--- src/rtl/alu_pkg.sv ---
`default_nettype none
// ============================================================================
//  Module      : alu_pkg
//  Description : Shared definitions for the ALU sharing controller.
//                ALUctl encodings, controller state encoding and the
//                op-code support check.
//  Revision    : 1.0 - initial release
// ============================================================================
package alu_pkg;

    // ALUctl encodings understood by the shared ALU
    localparam logic [3:0] ALU_AND = 4'b0000;
    localparam logic [3:0] ALU_OR  = 4'b0001;
    localparam logic [3:0] ALU_ADD = 4'b0010;
    localparam logic [3:0] ALU_SUB = 4'b0110;
    localparam logic [3:0] ALU_SLT = 4'b0111;

    // Controller states
    typedef enum logic [1:0] {
        S_IDLE = 2'b00,
        S_EXEC = 2'b01,
        S_RESP = 2'b10
    } state_t;

    // 1 when the ALU defines a result for this code
    function automatic logic op_supported(input logic [3:0] op);
        case (op)
            ALU_AND, ALU_OR, ALU_ADD, ALU_SUB, ALU_SLT: op_supported = 1'b1;
            default:                                    op_supported = 1'b0;
        endcase
    endfunction

endpackage
`default_nettype wire

--- src/rtl/rr_arbiter.sv ---
`default_nettype none
// ============================================================================
//  Module      : rr_arbiter
//  Description : Combinational round-robin arbiter. Grants the first
//                requesting index at or after ptr, wrapping to 0.
//  Ports       : req     in  N   request vector
//                ptr     in  IW  highest-priority index
//                en      in  1   grant enable
//                gnt     out N   one-hot grant
//                gnt_idx out IW  binary index of the grant
//  Revision    : 1.0 - initial release
// ============================================================================
module rr_arbiter #(
    parameter int N  = 2,
    parameter int IW = (N > 1) ? $clog2(N) : 1
) (
    input  logic [N-1:0]  req,
    input  logic [IW-1:0] ptr,
    input  logic          en,
    output logic [N-1:0]  gnt,
    output logic [IW-1:0] gnt_idx
);

    logic w_found;

    // Two ordered scans: first the indices at or above ptr, then the
    // wrapped-around indices below it. The first hit wins.
    always_comb begin
        gnt     = '0;
        gnt_idx = '0;
        w_found = 1'b0;
        for (int i = 0; i < N; i++) begin
            if (en && !w_found && req[i] && (i >= int'(ptr))) begin
                w_found = 1'b1;
                gnt[i]  = 1'b1;
                gnt_idx = IW'(i);
            end
        end
        for (int i = 0; i < N; i++) begin
            if (en && !w_found && req[i]) begin
                w_found = 1'b1;
                gnt[i]  = 1'b1;
                gnt_idx = IW'(i);
            end
        end
    end

endmodule
`default_nettype wire

--- src/rtl/alu_share_ctrl.sv ---
`default_nettype none
// ============================================================================
//  Module      : alu_share_ctrl
//  Description : Round-robin controller sharing one combinational ALU
//                between NREQ requesters. Captures one request, drives
//                the ALU for one cycle, registers the result and returns
//                it with a valid/ready handshake.
//  Ports       : clk, rst               clock, async active-high reset
//                req_valid/req_ready    per-requester request handshake
//                req_op/req_a/req_b     packed per-requester operation
//                rsp_valid/rsp_ready    per-requester response handshake
//                rsp_data/rsp_zero      registered ALU result and Zero
//                rsp_err                unsupported op code
//                alu_ctl/alu_a/alu_b    drive to the shared ALU
//                alu_out/alu_zero       result from the shared ALU
//  Revision    : 1.0 - initial release
// ============================================================================
module alu_share_ctrl
    import alu_pkg::*;
#(
    parameter int NREQ = 2,
    parameter int W    = 32
) (
    input  logic            clk,
    input  logic            rst,
    input  logic [NREQ-1:0]   req_valid,
    output logic [NREQ-1:0]   req_ready,
    input  logic [4*NREQ-1:0] req_op,
    input  logic [W*NREQ-1:0] req_a,
    input  logic [W*NREQ-1:0] req_b,
    output logic [NREQ-1:0]   rsp_valid,
    input  logic [NREQ-1:0]   rsp_ready,
    output logic [W-1:0]      rsp_data,
    output logic              rsp_zero,
    output logic              rsp_err,
    output logic [3:0]        alu_ctl,
    output logic [W-1:0]      alu_a,
    output logic [W-1:0]      alu_b,
    input  logic [W-1:0]      alu_out,
    input  logic              alu_zero
);

    localparam int IW = (NREQ > 1) ? $clog2(NREQ) : 1;

    state_t          r_state;
    state_t          w_state_nxt;
    logic [IW-1:0]   r_ptr;
    logic [IW-1:0]   r_gnt;
    logic [3:0]      r_op;
    logic [W-1:0]    r_a;
    logic [W-1:0]    r_b;
    logic [W-1:0]    r_data;
    logic            r_zero;
    logic            r_err;

    logic            w_arb_en;
    logic [NREQ-1:0] w_gnt;
    logic [IW-1:0]   w_gnt_idx;
    logic            w_accept;
    logic [3:0]      w_sel_op;
    logic [W-1:0]    w_sel_a;
    logic [W-1:0]    w_sel_b;

    // Grants are only offered in IDLE; rst also masks them so every
    // output is low while reset is held.
    assign w_arb_en = (r_state == S_IDLE) && !rst;
    assign w_accept = |w_gnt;

    rr_arbiter #(
        .N  (NREQ),
        .IW (IW)
    ) u_arb (
        .req     (req_valid),
        .ptr     (r_ptr),
        .en      (w_arb_en),
        .gnt     (w_gnt),
        .gnt_idx (w_gnt_idx)
    );

    // Operand select from the granted requester
    always_comb begin
        w_sel_op = '0;
        w_sel_a  = '0;
        w_sel_b  = '0;
        for (int i = 0; i < NREQ; i++) begin
            if (w_gnt[i]) begin
                w_sel_op = req_op[i*4 +: 4];
                w_sel_a  = req_a[i*W +: W];
                w_sel_b  = req_b[i*W +: W];
            end
        end
    end

    // State register
    always_ff @(posedge clk or posedge rst) begin
        if (rst) begin
            r_state <= S_IDLE;
        end else begin
            r_state <= w_state_nxt;
        end
    end

    // Next state and handshake outputs
    always_comb begin
        w_state_nxt = r_state;
        req_ready   = '0;
        rsp_valid   = '0;
        case (r_state)
            S_IDLE: begin
                req_ready = w_gnt;
                if (w_accept) begin
                    w_state_nxt = S_EXEC;
                end
            end
            S_EXEC: begin
                w_state_nxt = S_RESP;
            end
            S_RESP: begin
                rsp_valid[r_gnt] = 1'b1;
                // rsp_ready from any other index is deliberately ignored
                if (rsp_ready[r_gnt]) begin
                    w_state_nxt = S_IDLE;
                end
            end
            default: begin
                w_state_nxt = S_IDLE;
            end
        endcase
    end

    // Capture on accept; the captured values stay on the ALU in all
    // states so later changes on req_* cannot disturb an in-flight op.
    always_ff @(posedge clk or posedge rst) begin
        if (rst) begin
            r_ptr <= '0;
            r_gnt <= '0;
            r_op  <= '0;
            r_a   <= '0;
            r_b   <= '0;
        end else if (w_accept) begin
            r_gnt <= w_gnt_idx;
            r_op  <= w_sel_op;
            r_a   <= w_sel_a;
            r_b   <= w_sel_b;
            if (w_gnt_idx == IW'(NREQ - 1)) begin
                r_ptr <= '0;
            end else begin
                r_ptr <= w_gnt_idx + IW'(1);
            end
        end
    end

    // Result register, loaded at the end of the single EXEC cycle
    always_ff @(posedge clk or posedge rst) begin
        if (rst) begin
            r_data <= '0;
            r_zero <= 1'b0;
            r_err  <= 1'b0;
        end else if (r_state == S_EXEC) begin
            if (op_supported(r_op)) begin
                r_data <= alu_out;
                r_zero <= alu_zero;
                r_err  <= 1'b0;
            end else begin
                r_data <= '0;
                r_zero <= 1'b1;
                r_err  <= 1'b1;
            end
        end
    end

    // Unsupported codes still drive ADD so the ALU output is defined
    assign alu_ctl  = op_supported(r_op) ? r_op : ALU_ADD;
    assign alu_a    = r_a;
    assign alu_b    = r_b;
    assign rsp_data = r_data;
    assign rsp_zero = r_zero;
    assign rsp_err  = r_err;

endmodule
`default_nettype wire
--- config.mk ---
export PLATFORM = sky130hd
export DESIGN_NAME = alu_share_ctrl
export DESIGN_NICKNAME = d
export VERILOG_FILES = /design/src/rtl/alu_pkg.sv /design/src/rtl/rr_arbiter.sv /design/src/rtl/alu_share_ctrl.sv
export SDC_FILE = /design/constraint.sdc
export NUM_CORES = 1
export LEC_CHECK = 0
export CAP_MARGIN = 20
export CORE_UTILIZATION = 42
export CTS_BUF_LIST = sky130_fd_sc_hd__clkbuf_2 sky130_fd_sc_hd__clkbuf_4 sky130_fd_sc_hd__clkbuf_8
export CTS_CLUSTER_DIAMETER = 60
export DETAILED_ROUTE_END_ITERATION = 12
export PLACE_DENSITY = 0.89
export SYNTH_ARGS = -nofsm -noshare
export SYNTH_HDL_FRONTEND = slang
export SYNTH_HIERARCHICAL = 1
export SYNTH_SLANG_ARGS = --single-unit
--- constraint.sdc ---
create_clock -name clk -period 7.1 [get_ports clk]
set_input_delay 1.42 -clock clk [delete_from_list [all_inputs] [get_ports clk]]
set_output_delay 1.42 -clock clk [all_outputs]
set_load 0.005 [all_outputs]
Yosys cells after proc, flatten, opt, wreduce, memory -nomap -nowiden
Cells that the tools add are included.
Operators by class
  $add $sub $neg: 1
  eq/ne operators: 8
  reductions and logical operators: 19
  order comparisons: 3
  multiplexer cells: 30
Operators by type and width (number)
  $mux 32: 5
  $mux 1: 16
  $mux 4: 3
  $logic_and 1x1->1: 10
  $eq 4x3->1 const B: 2
  $mux 2: 4
  $pmux 2 s3: 1
  $reduce_or 5->1: 1
  $eq 4x1->1 const B: 1
  $eq 4x2->1 const B: 1
  $logic_not 1->1: 4
  $logic_not 4->1: 1
  $ne 2x2->1 const B: 2
  $eq 2x1->1 const B: 1
  $eq 2x2->1 const B: 1
  $logic_not 2->1: 1
  $lt 1x2->1 const B: 1
  $reduce_and 2->1: 1
  $reduce_or 2->1: 1
  $add 1x1->1 const B: 1
  $demux 1 s1: 1
  $ge 1x1->1 const A: 1
  $ge 1x1->1 const B: 1
Storage, ports and cells
  word-level logic and storage cells: 70
  register bits: 106
  output and inout port bits: 106

Logic depth before layout (Yosys ltp)
Gate-level depths: netlist of run 1.
  depth in word-level cells: 20
  depth in mapped cells: 8
  depth with buffers taken out: 6

By module
Netlist of run 1, hierarchy kept.
Modules (own cells, without submodules)
  alu_share_ctrl: seq. area each 2652.5 um^2, area an instance 4809.6 um^2, cells each 469, instances 1
  rr_arbiter: seq. area each 0.0 um^2, area an instance 26.3 um^2, cells each 6, instances 1

Worst setup path before layout of run 1
No wires, ideal clock.
  path type: in2out
  start point: input port rst
  end point: output port req_ready[1]
  data arrival time: 2.431 ns
  slack: 3.249 ns
  required time: 5.680 ns
  stages: 6
  path through: nor3_1 nand2_1 a21oi_1 buf_2 buf_2 nor3b_1
Between the ends
  longest elaborated chain between the ends: 18
  elaborated cells between the ends (all ways): 19
  those cells by class: mux: 6; reduce/logical: 13
Ends and longest elaborated chain
  from (decl): RTL line alu_share_ctrl.sv:25  | input logic rst,
  $logic_not 1->1 (no line) *
  $logic_and 1x1->1 *: RTL line alu_share_ctrl.sv:66  | assign w_arb_en = (r_state == S_IDLE) && !rst;
  $logic_and 1x1->1 (2 in a row): RTL line rr_arbiter.sv:33  | if (en && !w_found && req[i] && (i >= int'(ptr))) begin
  $mux 1: RTL line rr_arbiter.sv:33
  $logic_not 1->1: RTL line rr_arbiter.sv:33
  $logic_and 1x1->1 (2 in a row): RTL line rr_arbiter.sv:33
  $mux 1: RTL line rr_arbiter.sv:33
  $logic_not 1->1: RTL line rr_arbiter.sv:40  | if (en && !w_found && req[i]) begin
  $logic_and 1x1->1 (2 in a row): RTL line rr_arbiter.sv:40
  $mux 1: RTL line rr_arbiter.sv:40
  $logic_not 1->1: RTL line rr_arbiter.sv:40
  $logic_and 1x1->1 (2 in a row): RTL line rr_arbiter.sv:40
  $mux 1 *: RTL line rr_arbiter.sv:40
  net w_gnt[1]: RTL line alu_share_ctrl.sv:57  | logic [NREQ-1:0] w_gnt;
  $mux 2 *: RTL line alu_share_ctrl.sv:108  | case (r_state)
  to (decl): RTL line alu_share_ctrl.sv:27  | output logic [NREQ-1:0] req_ready,
Mark *: on every way through the listed nets, which the timed path passes. The rest lies on a longest branch.

Worst setup path after layout of run 1
  start point: input port rst
  end point: output port req_ready[0]
Between the ends
  longest elaborated chain between the ends: 14
Ends and longest elaborated chain
  $logic_not 1->1 (no line) *
  $logic_and 1x1->1 *: RTL line alu_share_ctrl.sv:66
  net w_arb_en: RTL line alu_share_ctrl.sv:56  | logic w_arb_en;
  $logic_and 1x1->1 (2 in a row): RTL line rr_arbiter.sv:33
  $mux 1: RTL line rr_arbiter.sv:33
  $logic_not 1->1: RTL line rr_arbiter.sv:33
  $logic_and 1x1->1 (2 in a row): RTL line rr_arbiter.sv:33
  $mux 1: RTL line rr_arbiter.sv:33
  $logic_not 1->1: RTL line rr_arbiter.sv:40
  $logic_and 1x1->1 (2 in a row): RTL line rr_arbiter.sv:40
  $mux 1 *: RTL line rr_arbiter.sv:40
  net w_gnt[0]: RTL line alu_share_ctrl.sv:57
  $mux 2 *: RTL line alu_share_ctrl.sv:108
Marked as above.

==> results.ini, run 1 <==
[layout]
fin_nets = 911
fillers = 792
fin_cells = 881
area_growth_pct = 63.6
drive_above_1_share_pct = 8.10
diodes = 0
final_area_mm2 = 0.00791

[synthesis]
synth-edff-count = 0
synth.top_cells.by_area = dfrtp_1 55%, mux2i_1 14%, nand2_1 11%
synth.most_common_cell = nand2_1
synth_area_mm2 = 0.00484
synth_fp_nets = 650
synth_xor_area_share_pct = 0
async_flop_share_pct = 100
synth_flop_cell = dfrtp_1
synth_top_family_by_area = multiplexers
synth_cell_types = 22
synth-seq-cells = 106
synth-compound-area-share_pct = 13.7
synth_top_area_cell = dfrtp_1
synth_common_cells = 136 x nand2_1, 106 x dfrtp_1, 72 x o21ai_0, 68 x mux2i_1, 30 x o21ai_2
syn_inst = 475
synth_sequential_area_ratio_pct = 54.9
synth-simple-area-share_pct = 12.5
synthMuxAreaShare_pct = 14.8
synth-adder-area-share_pct = 0
ys_warn_count = 6
avgSynthCellArea_um2 = 10.2
yosys.area.top_type_share_pct = 54.9

[setup_path]
slowest_stage = a21oi_4
worst-endpoint-required_ns = 5.68
critPathMaxStageDelay_ns = 0.77
cp_max_fo = 24
crit_type = in -> out
start_kind = input port
crit_top_cell = clkdlybuf4s50_1
path_buf_inv = 2
cp_cell_sequence = clkdlybuf4s50_1 -> nor3_1 -> nand2_1 -> a21oi_4 -> nor3b_1 -> clkdlybuf4s50_1
cp_top_family = buffers and inverters
cp.arrival_ns = 3.91
endpoint_kind = output pin

[power_and_ir_drop]
p_per_area_mw_per_mm2 = 343
ir_worst_vdd_uv = 217
power_w = 0.00272
leakage_nw = 3.11

[grt]
antenna_found_initial = 0
grt_pass1_wl_um = 22500
grt_usage_pct = 25.1
grt_max_degree = 138
grt_overflow = 0
first_global_vias = 4462

[floorplan]
core_mm2 = 0.0110
fp-row-count = 38
chipWidth_um = 109
die_y_um = 109
dieArea_mm2 = 0.0119
initial_utilization_pct = 43.8
io_pins = 281

[drt]
num_vias = 4472
wl_per_cell_um = 17.2
wirelength_um = 15200
drc = 0
first_pass_iters = 4
postRouteAntennaNets = 0
viasPerCell = 5.08
drt_iter0_drc = 229

[cts]
htreeDepth = 3
post_cts_buffers = 0
clock-sinks = 106
cts-root-buf = clkbuf_8
hold_buffers = 0
cts.path.max_buffers = 2
path_clk_slew_ns = 0.10
cts-buffers-inserted = 9
cts_tree = built
cts.repair.resized = 0
clk_latency_ns = 0.38

[placed_design]
place_inst = 864
portBuffers = 279
dp_hpwl_um = 11100
placed_area_mm2 = 0.00768
gp_congestion = 0.809
place_ws_ns = 1.82

[timing]
fin_setup_tns_ns = 0
timing.fmax_mhz = 188
final_max_slew_viol_count = 0
final-hold-violation-count = 0
slew_headroom_pct = 33.6
finalSetupViolCount = 0
fin_crit_sh_pct = 75.0
setup_slack_ns = 1.77
fin_skew_ns = 0.0119
fin_crit_ns = 5.33
rsz0062_at_grt = no
worst_pin_slew_ns = 0.993

[hold_path]
hold_class = reg -> reg

[flow_run]
drv_cap = 0

[status]
status = finished, final reports clean

-- worst min-delay path: stages, from the launching register on --
cell,delay (ns)
dfrtp_1,0.35
nand2_1,0.06
o21ai_2,0.05
-- final timing paths --
kind	startpoint	end	slack, ns	cells past startpoint
min in group asynchronous	rst	alu_a[31]	1.49	2
min reg2reg	rsp_data[27]	rsp_data[27]	0.48	2
max	rst	req_ready[0]	1.77	6
max reg2reg	r_state[0]	alu_a[11]	4.15	6
max in group asynchronous	rst	alu_a[18]	4.41	3
min	rsp_data[27]	rsp_data[27]	0.48	2
-- where the power goes --
part	switching [W]	internal (W)	total, W
combinational	0.000559	0.000736	0.00129
sequential	0.000163	0.000867	0.00103
clock	0.000210	0.000181	0.000391
total	0.000932	0.00178	0.00272
-- cell families after synthesis --
logic type	after synthesis
AOI/OAI and AO/OA	107
buffers and inverters	38
DFF	106
muxes	71
other	1
and+or+nand+nor	152
-- layer usage --
layer | wire, um | global-route usage, % | vias to the layer above
met5 | 0 | 0 | -
met2 | 7520 | 43.1 | 228
met1 | 5510 | 27.2 | 2085
li1 | - | - | 2123
met3 | 1640 | 10.2 | 36
met4 | 483 | 11.3 | 0
-- area by class of cell --
cell class | count | area [um^2] | area share (%)
inverter | 3 | 13.8 | 0.174
timing repair buffer | 285 | 2860 | 36.1
clock inverter | 4 | 51.3 | 0.648
sequential | 106 | 2650 | 33.5
clock buffer | 12 | 153 | 1.93
tap | 140 | 175 | 2.21
multi-input combinational | 331 | 2010 | 25.4
-- cell usage in the layout, fill, tap and decap left out --
| master | synthesis | routed |
|---|---|---|
| clkdlybuf4s50_1 | 0 | 279 |
| nand2_1 | 136 | 136 |
| dfrtp_1 | 106 | 106 |
| o21ai_0 | 72 | 72 |
| mux2i_1 | 68 | 68 |
| o21ai_2 | 30 | 30 |
| clkbuf_8 | 0 | 10 |
| buf_4 | 3 | 5 |
| nor2_1 | 4 | 4 |
| nand2b_1 | 3 | 3 |
| mux2_2 | 3 | 3 |
| nor3_1 | 2 | 2 |
| nor2b_1 | 3 | 2 |
| nor3b_1 | 2 | 2 |
| inv_1 | 3 | 2 |
| clkbuf_4 | 0 | 2 |
| a21oi_4 | 0 | 2 |
| a211o_4 | 1 | 1 |
| nor2b_2 | 0 | 1 |
| or3_1 | 1 | 1 |
| nor4b_1 | 1 | 1 |
| inv_4 | 0 | 1 |
| o31a_1 | 1 | 1 |
| conb_1 | 1 | 1 |
| clkinvlp_4 | 0 | 1 |
| clkinv_2 | 0 | 1 |
| bufinv_16 | 0 | 1 |
| clkinv_4 | 0 | 1 |
| buf_16 | 0 | 1 |
| a21oi_1 | 3 | 1 |
-- registers in the layout, summed over array words and instances (netlist names) --
signal	count
rsp_err	1
r_gnt	1
r_ptr	1
r_op	4
r_state	2
rsp_zero	1
alu_b	32
alu_a	32
rsp_data	32
-- stage by stage --
stage / utilization (%) / hold WS [ns]
2_1_floorplan: - / 0.471
3_3_place_gp: 69.6 / 0.459
3_5_place_dp: 69.6 / 0.466
4_1_cts: 71.5 / 0.486
5_1_grt: 71.7 / 0.504
6_report: 71.7 / 0.482
No activity file was read; power rests on OpenSTA's default activity.
==> inputs of run 2 (changes only) <==
--- a/config.mk
+++ b/config.mk
@@ -6,11 +6,11 @@
 export NUM_CORES = 1
 export LEC_CHECK = 0
 export CAP_MARGIN = 20
-export CORE_UTILIZATION = 42
+export CORE_UTILIZATION = 39
 export CTS_BUF_LIST = sky130_fd_sc_hd__clkbuf_2 sky130_fd_sc_hd__clkbuf_4 sky130_fd_sc_hd__clkbuf_8
 export CTS_CLUSTER_DIAMETER = 60
 export DETAILED_ROUTE_END_ITERATION = 12
-export PLACE_DENSITY = 0.89
+export PLACE_DENSITY = 0.83
 export SYNTH_ARGS = -nofsm -noshare
 export SYNTH_HDL_FRONTEND = slang
 export SYNTH_HIERARCHICAL = 1
==> constraint.sdc (replaced) <==
create_clock -name clk -period 5.4 [get_ports clk]
set_input_delay 1.08 -clock clk [delete_from_list [all_inputs] [get_ports clk]]
set_output_delay 1.08 -clock clk [all_outputs]
set_load 0.005 [all_outputs]
==> run 2 against run 1 <==
Count of clock-buffer cells in the layout increased by 1. First-iteration DRC count decreased by 33%. Hold slack improved by 0.00081 ns. Via count decreased by 1.8%. Sequential share of layout area decreased by 0.25 points. Non-clock buffer count increased by 1. Clock skew decreased by 0.0025 ns. Highest routed layer unchanged.
==> results.ini, run 2 (same netlist as run 1, synthesis figures left out) <==
[timing]
timing.fmax_mhz = 259
final_max_slew_viol_count = 0
fin_crit_sh_pct = 71.4
fin_setup_tns_ns = 0
final-hold-violation-count = 0
finalSetupViolCount = 0
worst_pin_slew_ns = 0.841
fin_crit_ns = 3.86
rsz0062_at_grt = no
fin_skew_ns = 0.00946
setup_slack_ns = 1.54
slew_headroom_pct = 43.9

[placed_design]
dp_hpwl_um = 10500
place_ws_ns = 1.56
portBuffers = 279
gp_congestion = 0.822

[drt]
drc = 0
viasPerCell = 4.83
wl_met2_um = 7160
wl_per_cell_um = 15.5
wl_met3_um = 1280
first_pass_iters = 4
num_vias = 4392
postRouteAntennaNets = 0
wl_met1_um = 5330
drt_iter0_drc = 153
wirelength_um = 14100
maxUsedRoutingLayer = met4

[layout]
fin_nets = 912
final_common_cell = clkdlybuf4s50_1
layout_common_cells = 279 x clkdlybuf4s50_1, 136 x nand2_1, 106 x dfrtp_1
diodes = 0
drive_above_1_share_pct = 8.22
area_growth_pct = 64.9

[power_and_ir_drop]
leakage_nw = 3.12
p_comb_share_pct = 48.1
p_int_w = 0.00233
ir_worst_vdd_uv = 265
p_per_area_mw_per_mm2 = 442
seqPwrFrac_pct = 38.1
clockPowerShare_pct = 13.8
sw_frac_of_total_pct = 33.9
p_switching_w = 0.00119

[floorplan]
dieArea_mm2 = 0.0128
fp-row-count = 40
core_mm2 = 0.0121
chipWidth_um = 113
die_y_um = 113
io_pins = 281
initial_utilization_pct = 40.1

[cts]
path_clk_slew_ns = 0.10
htreeDepth = 3
post_cts_buffers = 0
cts.repair.resized = 0
hold_buffers = 0
cts-buffers-inserted = 9
cts-root-buf = clkbuf_8
clk_latency_ns = 0.38
clock-sinks = 106
cts_tree = built
cts.path.max_buffers = 2

[setup_path]
worst-endpoint-required_ns = 4.32
cp.arrival_ns = 2.78
cp_max_fo = 2
crit_type = in -> out
start_kind = input port
endpoint_kind = output pin

[status]
status = finished, final reports clean

[hold_path]
hold_class = reg -> reg

[grt]
first_global_vias = 4484
grt_max_degree = 138
grt_usage_pct = 22.4
grt_pass1_wl_um = 22200
antenna_found_initial = 0
grt_overflow = 0

[flow_run]
drv_cap = 0

## run 2: changes by cell type in the layout (fill, tap and decap cells not counted), sizes merged
cell	delta
buf	+1
clkbuf	+1
bufinv	-1
## run 2: path summary, 6_finish.rpt
check	from	endpoint	slack, ns	cells after the start
worst max-delay path	rst	req_ready[0]	1.54	6
worst min-delay path	rsp_data[15]	rsp_data[15]	0.48	2
worst max register to register	r_state[1]	alu_b[20]	3.12	7
worst min register to register	rsp_data[15]	rsp_data[15]	0.48	2
max in group asynchronous	rst	alu_a[28]	3.14	3
min in group asynchronous	rst	rsp_data[3]	1.26	2
## run 2: worst max-delay path, cell delays in order
cell,delay [ns]
clkdlybuf4s50_1,0.46
nor3_1,0.21
nand2_1,0.14
a21oi_4,0.14
nor3b_1,0.19
clkdlybuf4s50_1,0.55
## run 2: stage by stage
stage | power, W | instance area (um^2) | instances | util, % | hold WS [ns]
after global placement | 0.00299 | 7720 | 892 | 64.0 | 0.461
after global routing | 0.00377 | 7970 | 910 | 66.1 | 0.508
after CTS | 0.00356 | 7920 | 908 | 65.6 | 0.486
final | 0.00352 | 7970 | 910 | 66.1 | 0.482
after detailed placement | 0.00306 | 7720 | 892 | 64.0 | 0.467
after floorplan | 0.00210 | 4840 | 475 | - | 0.471
## run 2: layout make-up
class / instances / area, um^2
fill: 937 / 4090
timing repair buffer: 286 / 2890
sequential: 106 / 2650
multi-input combinational: 331 / 2010
tap: 168 / 210
clock buffer: 13 / 179
clock inverter: 3 / 21.3
inverter: 3 / 13.8
## run 2: power by group through the flow
stage	clock network [W]	registers (W)	logic [W]
floorplan	0	0.00136	0.000737
global placement	0	0.00134	0.00165
detailed placement	0	0.00136	0.00170
CTS	0.000507	0.00135	0.00171
global route	0.000530	0.00139	0.00186
finish	0.000486	0.00134	0.00170
## run 2: metal layers
metal | GRT usage [%] | vias up
li1 | - | 2118
met1 | 24.9 | 2064
met2 | 38.9 | 187
met3 | 8.09 | 23
met4 | 9.04 | 0
met5 | 0 | -
